[config.mk]
export PLATFORM = sky130hd
export DESIGN_NAME = l2_cacheline_adaptor
export DESIGN_NICKNAME = d
export VERILOG_FILES = /design/src/rtl/l2_cacheline_adaptor.sv
export SDC_FILE = /design/constraint.sdc
export NUM_CORES = 1
export LEC_CHECK = 0
export CAP_MARGIN = 10
export CORE_AREA = 2 2 280 282
export DETAILED_ROUTE_END_ITERATION = 12
export DIE_AREA = 0 0 282 284
export GPL_TIMING_DRIVEN = 0
export PLACE_DENSITY = 0.54
export SLEW_MARGIN = 25
export SYNTH_ARGS = -nofsm -noshare
export SYNTH_HDL_FRONTEND = slang
export SYNTH_SLANG_ARGS = --single-unit
export TNS_END_PERCENT = 50
[constraint.sdc]
create_clock -name clk -period 21.5 [get_ports clk]
set_input_delay 4.3 -clock clk [delete_from_list [all_inputs] [get_ports clk]]
set_output_delay 4.3 -clock clk [all_outputs]
set_load 0.02 [all_outputs]
[src/rtl/l2_cacheline_adaptor.sv]
// rtl/l2_cacheline_adaptor.sv - splits 256-bit L2 line transfers into four 64-bit burst beats
module l2_cacheline_adaptor (
   input  logic         clk,
   input  logic         rst,
   input  logic         pmem_read,
   input  logic         pmem_write,
   input  logic [31:0]  pmem_address,
   input  logic [255:0] pmem_wdata,
   output logic [255:0] pmem_rdata,
   output logic         pmem_resp,
   output logic [31:0]  address_o,
   output logic         read_o,
   output logic         write_o,
   output logic [63:0]  burst_o,
   input  logic [63:0]  burst_i,
   input  logic         resp_i
);

   typedef enum logic [1:0] {IDLE, READ, WRITE, DONE} state_t;

   state_t         state;
   state_t         state_next;
   logic [1:0]     beat;
   logic [31:0]    addr;
   logic [255:0]   rbuf;
   logic [255:0]   wbuf;

   always_ff @(posedge clk or posedge rst) begin
      if (rst) state <= IDLE;
      else     state <= state_next;
   end

   // Write wins over a simultaneous read; the read is simply not latched.
   always_comb begin
      state_next = state;
      case (state)
         IDLE: begin
            if (pmem_write)     state_next = WRITE;
            else if (pmem_read) state_next = READ;
         end
         READ, WRITE: begin
            if (resp_i && beat == 2'd3) state_next = DONE;
         end
         DONE:    state_next = IDLE;
         default: state_next = IDLE;
      endcase
   end

   always_ff @(posedge clk or posedge rst) begin
      if (rst) begin
         beat <= 2'd0;
         addr <= 32'd0;
         rbuf <= 256'd0;
         wbuf <= 256'd0;
      end else begin
         case (state)
            IDLE: begin
               if (pmem_write) begin
                  addr <= {pmem_address[31:5], 5'b0};
                  wbuf <= pmem_wdata;
                  beat <= 2'd0;
               end else if (pmem_read) begin
                  addr <= {pmem_address[31:5], 5'b0};
                  beat <= 2'd0;
               end
            end
            READ: begin
               if (resp_i) begin
                  rbuf[{beat, 6'b0} +: 64] <= burst_i;
                  beat                     <= beat + 2'd1;
               end
            end
            WRITE: begin
               if (resp_i) beat <= beat + 2'd1;
            end
            default: ;
         endcase
      end
   end

   always_comb begin
      read_o    = 1'b0;
      write_o   = 1'b0;
      pmem_resp = 1'b0;
      address_o = 32'd0;
      burst_o   = 64'd0;
      case (state)
         READ: begin
            read_o    = 1'b1;
            address_o = addr;
         end
         WRITE: begin
            write_o   = 1'b1;
            address_o = addr;
            burst_o   = wbuf[{beat, 6'b0} +: 64];
         end
         DONE:    pmem_resp = 1'b1;
         default: ;
      endcase
   end

   assign pmem_rdata = rbuf;

endmodule

# Word-level counts from Yosys, hierarchy flattened
# Cells that the tools add are included.
[word_totals] reg_bits=548 inputBits=357
[op_classes] add_sub_neg=2 n_eq_ne=7 shift=3 muxes=16 reduce_logical=10
[ops] operator="$bwmux 256" count=1
[ops] operator="$shift 64x10->256 const A" count=1
[ops] operator="$shiftx 256x9->64" count=1
[ops] operator="$shiftx 64x10->256" count=1
[ops] operator="$mux 32" count=3
[ops] operator="$mux 64" count=1
[ops] operator="$mux 2" count=6
[ops] operator="$neg 8->10" count=1
[ops] operator="$reduce_and 2->1" count=4
[ops] operator="$eq 2x2->1 const B" count=3
[ops] operator="$pmux 2 s3" count=1
[ops] operator="$ne 2x1->1 const B" count=2
[ops] operator="$pmux 2 s2" count=1
[ops] operator="$reduce_bool 2->1" count=2
[ops] operator="$mux 1" count=3
[ops] operator="$ne 3x3->1 const B" count=1
[ops] operator="$reduce_and 3->1" count=1
[ops] operator="$add 2x1->2 const B" count=1
[ops] operator="$eq 2x1->1 const B" count=1
[ops] operator="$logic_not 2->1" count=1
[ops] operator="$reduce_or 2->1" count=1
[ops] operator="$logic_and 1x1->1" count=1

# Longest topological paths before layout
[logic_depth] word_depth=4 ltp_mapped=9 depth_no_buf=5

# Worst setup path after synthesis
# No wires, ideal clock.
[synth_path] kind="reg2out" startpoint="register beat[0]" endpoint="output burst_o[0]" t_arrival_ns=1.622 t_required_ns=17.200 slack_ns=15.578 stages_incl_launch_ff=5 n_path_buf=2 cell_sequence="dfrtp_1 > buf_2 > buf_2 > mux4_2 > and2_1"
[synth_between] elab_chain_len=2
[synth_lines] item="from (decl)" line="23" rtl="logic [1:0] beat;"
[synth_lines] item="from (signal assigned)" line="70" rtl="beat <= beat + 2'd1;"
[synth_lines] item="from (signal assigned)" line="74" rtl="if (resp_i) beat <= beat + 2'd1;"
[synth_lines] item="$shiftx 256x9->64" line="95" rtl="burst_o = wbuf[{beat, 6'b0} +: 64];"
[synth_lines] item="$mux 64" line="87" rtl="case (state)"
[synth_lines] item="to (decl)" line="14" rtl="output logic [63:0] burst_o,"
# No other way between the ends.

# Final worst setup path
[layout_path] startpoint="register state[0]" endpoint="output burst_o[38]"
[layout_between] elab_chain_len=2
[layout_lines] item="from (decl)" line="21" rtl="state_t state;"
[layout_lines] item="from (signal assigned)" line="30" rtl="else state <= state_next;"
[layout_lines] item="$eq 2x2->1" line="87"
[layout_lines] item="$mux 64" line="87"
# No other way between the ends.

==> results.toml <==
[clock_tree]
cts_sinks = 543
path_clk_slew_ns = 0.06
postCtsSetupRepairBufs = 0
post_cts_resize_count = 0
cts_tree = "done"
cts_max_path_buffers = 3
cts_hold_buffers = 0
cts-root-buf = "clkbuf_16"
h-tree-depth = 2
cts-buffers-inserted = 61
clock_latency_ns = 0.63

[placed_design]
hpwl_um = 64000
io_buffer_count = 700
post-place-ws_ns = 14.38
gp_routability_congestion = 0.872
place_area_sq_um = 30500

[sta]
period_minus_slack_ns = 7.63
slew_violations = 0
finalWorstSetupSlack_ns = 13.87
fin_skew_ns = 0.0234
hold_slack_ns = 0.498
period_share_pct = 35.5
relSlewSlack_pct = 38.8
rsz0062_at_grt = "no"
fmaxAchievable_mhz = 131
setup_viol = 0
worst_pin_slew_ns = 0.918
hold_violations = 0

[setup_path]
timing.rr.end = "pmem_rdata[73]"
worstPathRequired_ns = 17.20
cp-startpoint = "state[0]"
cp_slowest_cell = "clkdlybuf4s50_1"
crit_family = "buffers and inverters"
r2r_start = "beat[1]"
start_kind = "flip-flop"
cp_max_fo = 10
arrival_ns = 3.33
crit_path_end_kind = "output port"
cpPeakStageDelay_ns = 0.65
crit_type = "flip-flop to output port"
crit_buf_inv = 4
worst-path-stages = 6
timing.reg2reg.setup_slack_ns = 17.80
ff2ff_path_depth = 8
endpoint = "burst_o[38]"
worstPathCellList = "inv_1 > ha_1 > buf_1 > clkbuf_1 > and2_1 > clkdlybuf4s50_1"

[routing]
vias = 15700
ant_nets = 0
drc = 0
drt_iter0_drc = 691
wl_per_cell_um = 25.5
avgViaCountPerCell = 4.78
first_pass_iters = 5
totalWireLength_um = 83400

[yosys]
synth_warnings = 0
ys_types = 31
synth_seq_cells = 543
yosysSeqAreaShare_pct = 61.8
netlist_area_sq_um = 22000
syn_inst = 1402
syn_avg_cell_area_sq_um = 15.7

[die]
io_pins = 712
chipHeight_um = 284
rows = 102
die_x_um = 282
start_util_pct = 28.6
coreArea_sq_um = 77000
die_area_sq_um = 80100

[grt]
grt_max_degree = 100
grt_pass1_vias = 17100
gr-total-overflow = 0
grtUsageTotal_pct = 20.5
antenna_found_initial = 25
grt_first_pass_wirelength_um = 121000

[power_and_ir_drop]
switchingPower_mw = 1.35
pwr-share-clk_pct = 26.1
power.density_nw_per_um2 = 130
power.share.combinational_pct = 37.8
leakage_nw = 13.9
ir_worst_vdd_mv = 0.0847
p_total_mw = 4.24
switching_share_pct = 31.8
power.internal_mw = 2.89
p_seq_share_pct = 36.1

[min_path]
hp-class = "flip-flop to flip-flop"
holdPathStages = 1

[finish]
final_common_cell = "clkdlybuf4s50_1"
syn_to_final_growth_pct = 48.6
nNetsFinal = 2543
mostFrequentLayoutCells = "clkdlybuf4s50_1, dfrtp_1, mux2_2"
layout-drive-gt1-share_pct = 23.7
stdcell_area_sq_um = 32700

[outcome]
status = "completed"

[job]
cap_violations = 0
## metrics by stage
| stage | utilization [%] | TNS [ns] | std cells |
|---|---|---|---|
| 2_1_floorplan | - | 0 | 1406 |
| 3_3_place_gp | 39.4 | -2501.97 | 3146 |
| 3_5_place_dp | 39.6 | 0 | 3152 |
| 4_1_cts | 42.4 | 0 | 3266 |
| 5_1_grt | 42.4 | 0 | 3269 |
| 6_report | 42.4 | 0 | 3276 |
## worst min path at each step
stage | from | end | slack [ns]
after floorplan | addr[10] | addr[10] | 0.47
after global placement | addr[26] | addr[26] | 0.48
after detailed placement | pmem_rdata[92] | pmem_rdata[92] | 0.48
after CTS | addr[23] | addr[23] | 0.50
after global routing | wbuf[130] | wbuf[130] | 0.51
final | addr[9] | addr[9] | 0.50
## layer usage
metal | global-route usage [%] | share of wire (%) | up-vias
met4 | 4.12 | 1.8 | 30
met5 | 0 | 0.22 | -
li1 | - | - | 6813
met3 | 8.63 | 10 | 113
met2 | 35.1 | 49 | 583
met1 | 24.0 | 38 | 8134
## state kept, by name, indices dropped and copies added (netlist names)
name        flops
beat            2
addr           27
state           2
wbuf          256
pmem_rdata    256
## synth_stat cells
cell type / instances / share of area, %
inv_1: 6 / 0.10
nor2_1: 3 / 0.051
clkbuf_1: 45 / 0.77
nor4_4: 1 / 0.097
and2_1: 91 / 2.6
nand2b_1: 3 / 0.085
or3_1: 1 / 0.028
buf_6: 6 / 0.31
nand4b_1: 1 / 0.040
a22o_1: 252 / 10
nor4_2: 1 / 0.057
a21oi_1: 1 / 0.023
a211o_1: 1 / 0.040
o31ai_1: 1 / 0.034
nor3_1: 1 / 0.023
buf_4: 5 / 0.17
nor2b_1: 1 / 0.028
nor3b_1: 2 / 0.068
ha_1: 10 / 0.57
nor3_2: 1 / 0.046
nand2_1: 5 / 0.085
o21ai_0: 3 / 0.068
mux4_2: 64 / 6.6
dfrtp_1: 543 / 62
conb_1: 1 / 0.017
buf_1: 2 / 0.034
o21ai_2: 1 / 0.040
mux2_2: 285 / 15
a32o_1: 4 / 0.18
nand3_1: 6 / 0.14
buf_2: 55 / 1.3
## logic make-up (layout without fill, tap and decap cells)
logic type	count (synthesis)	after routing	share of synthesized area, %
flops	543	543	61.8
mux	349	349	21.2
compound gates	263	263	10.4
buf+inv	119	940	2.64
simple gates	117	117	3.34
fa+ha+maj	10	10	0.569
other cells	1	14	0.0171
## final cells by class
cell class	instances	area [sq um]
Clock buffer	93	1860
Multi-Input combinational cell	744	7840
Clock inverter	21	274
Fill cell	7164	44300
Buffer	113	557
Sequential cell	543	13600
Inverter	6	30.0
Tap cell	1040	1300
Timing Repair Buffer	707	7180
Antenna cell	9	22.5
## worst register-to-register path, cell delays in order, from the launching register on
cell	delay [ns]
dfrtp_1	0.49
buf_2	0.37
buf_1	0.64
inv_1	0.20
ha_1	0.23
nand3_1	0.16
clkbuf_1	0.59
clkbuf_1	0.70
a22o_1	0.26
## power by group through the flow
stage               sequential [mW]  combinational, mW  clock (mW)
floorplan                      1.56              0.927           0
global placement               1.53               1.60           0
CTS                            1.53               1.64        1.13
detailed placement             1.54               1.63           0
finish                         1.53               1.60        1.11
global route                   1.57               1.72        1.18
Power figures use the tool's default switching activity.
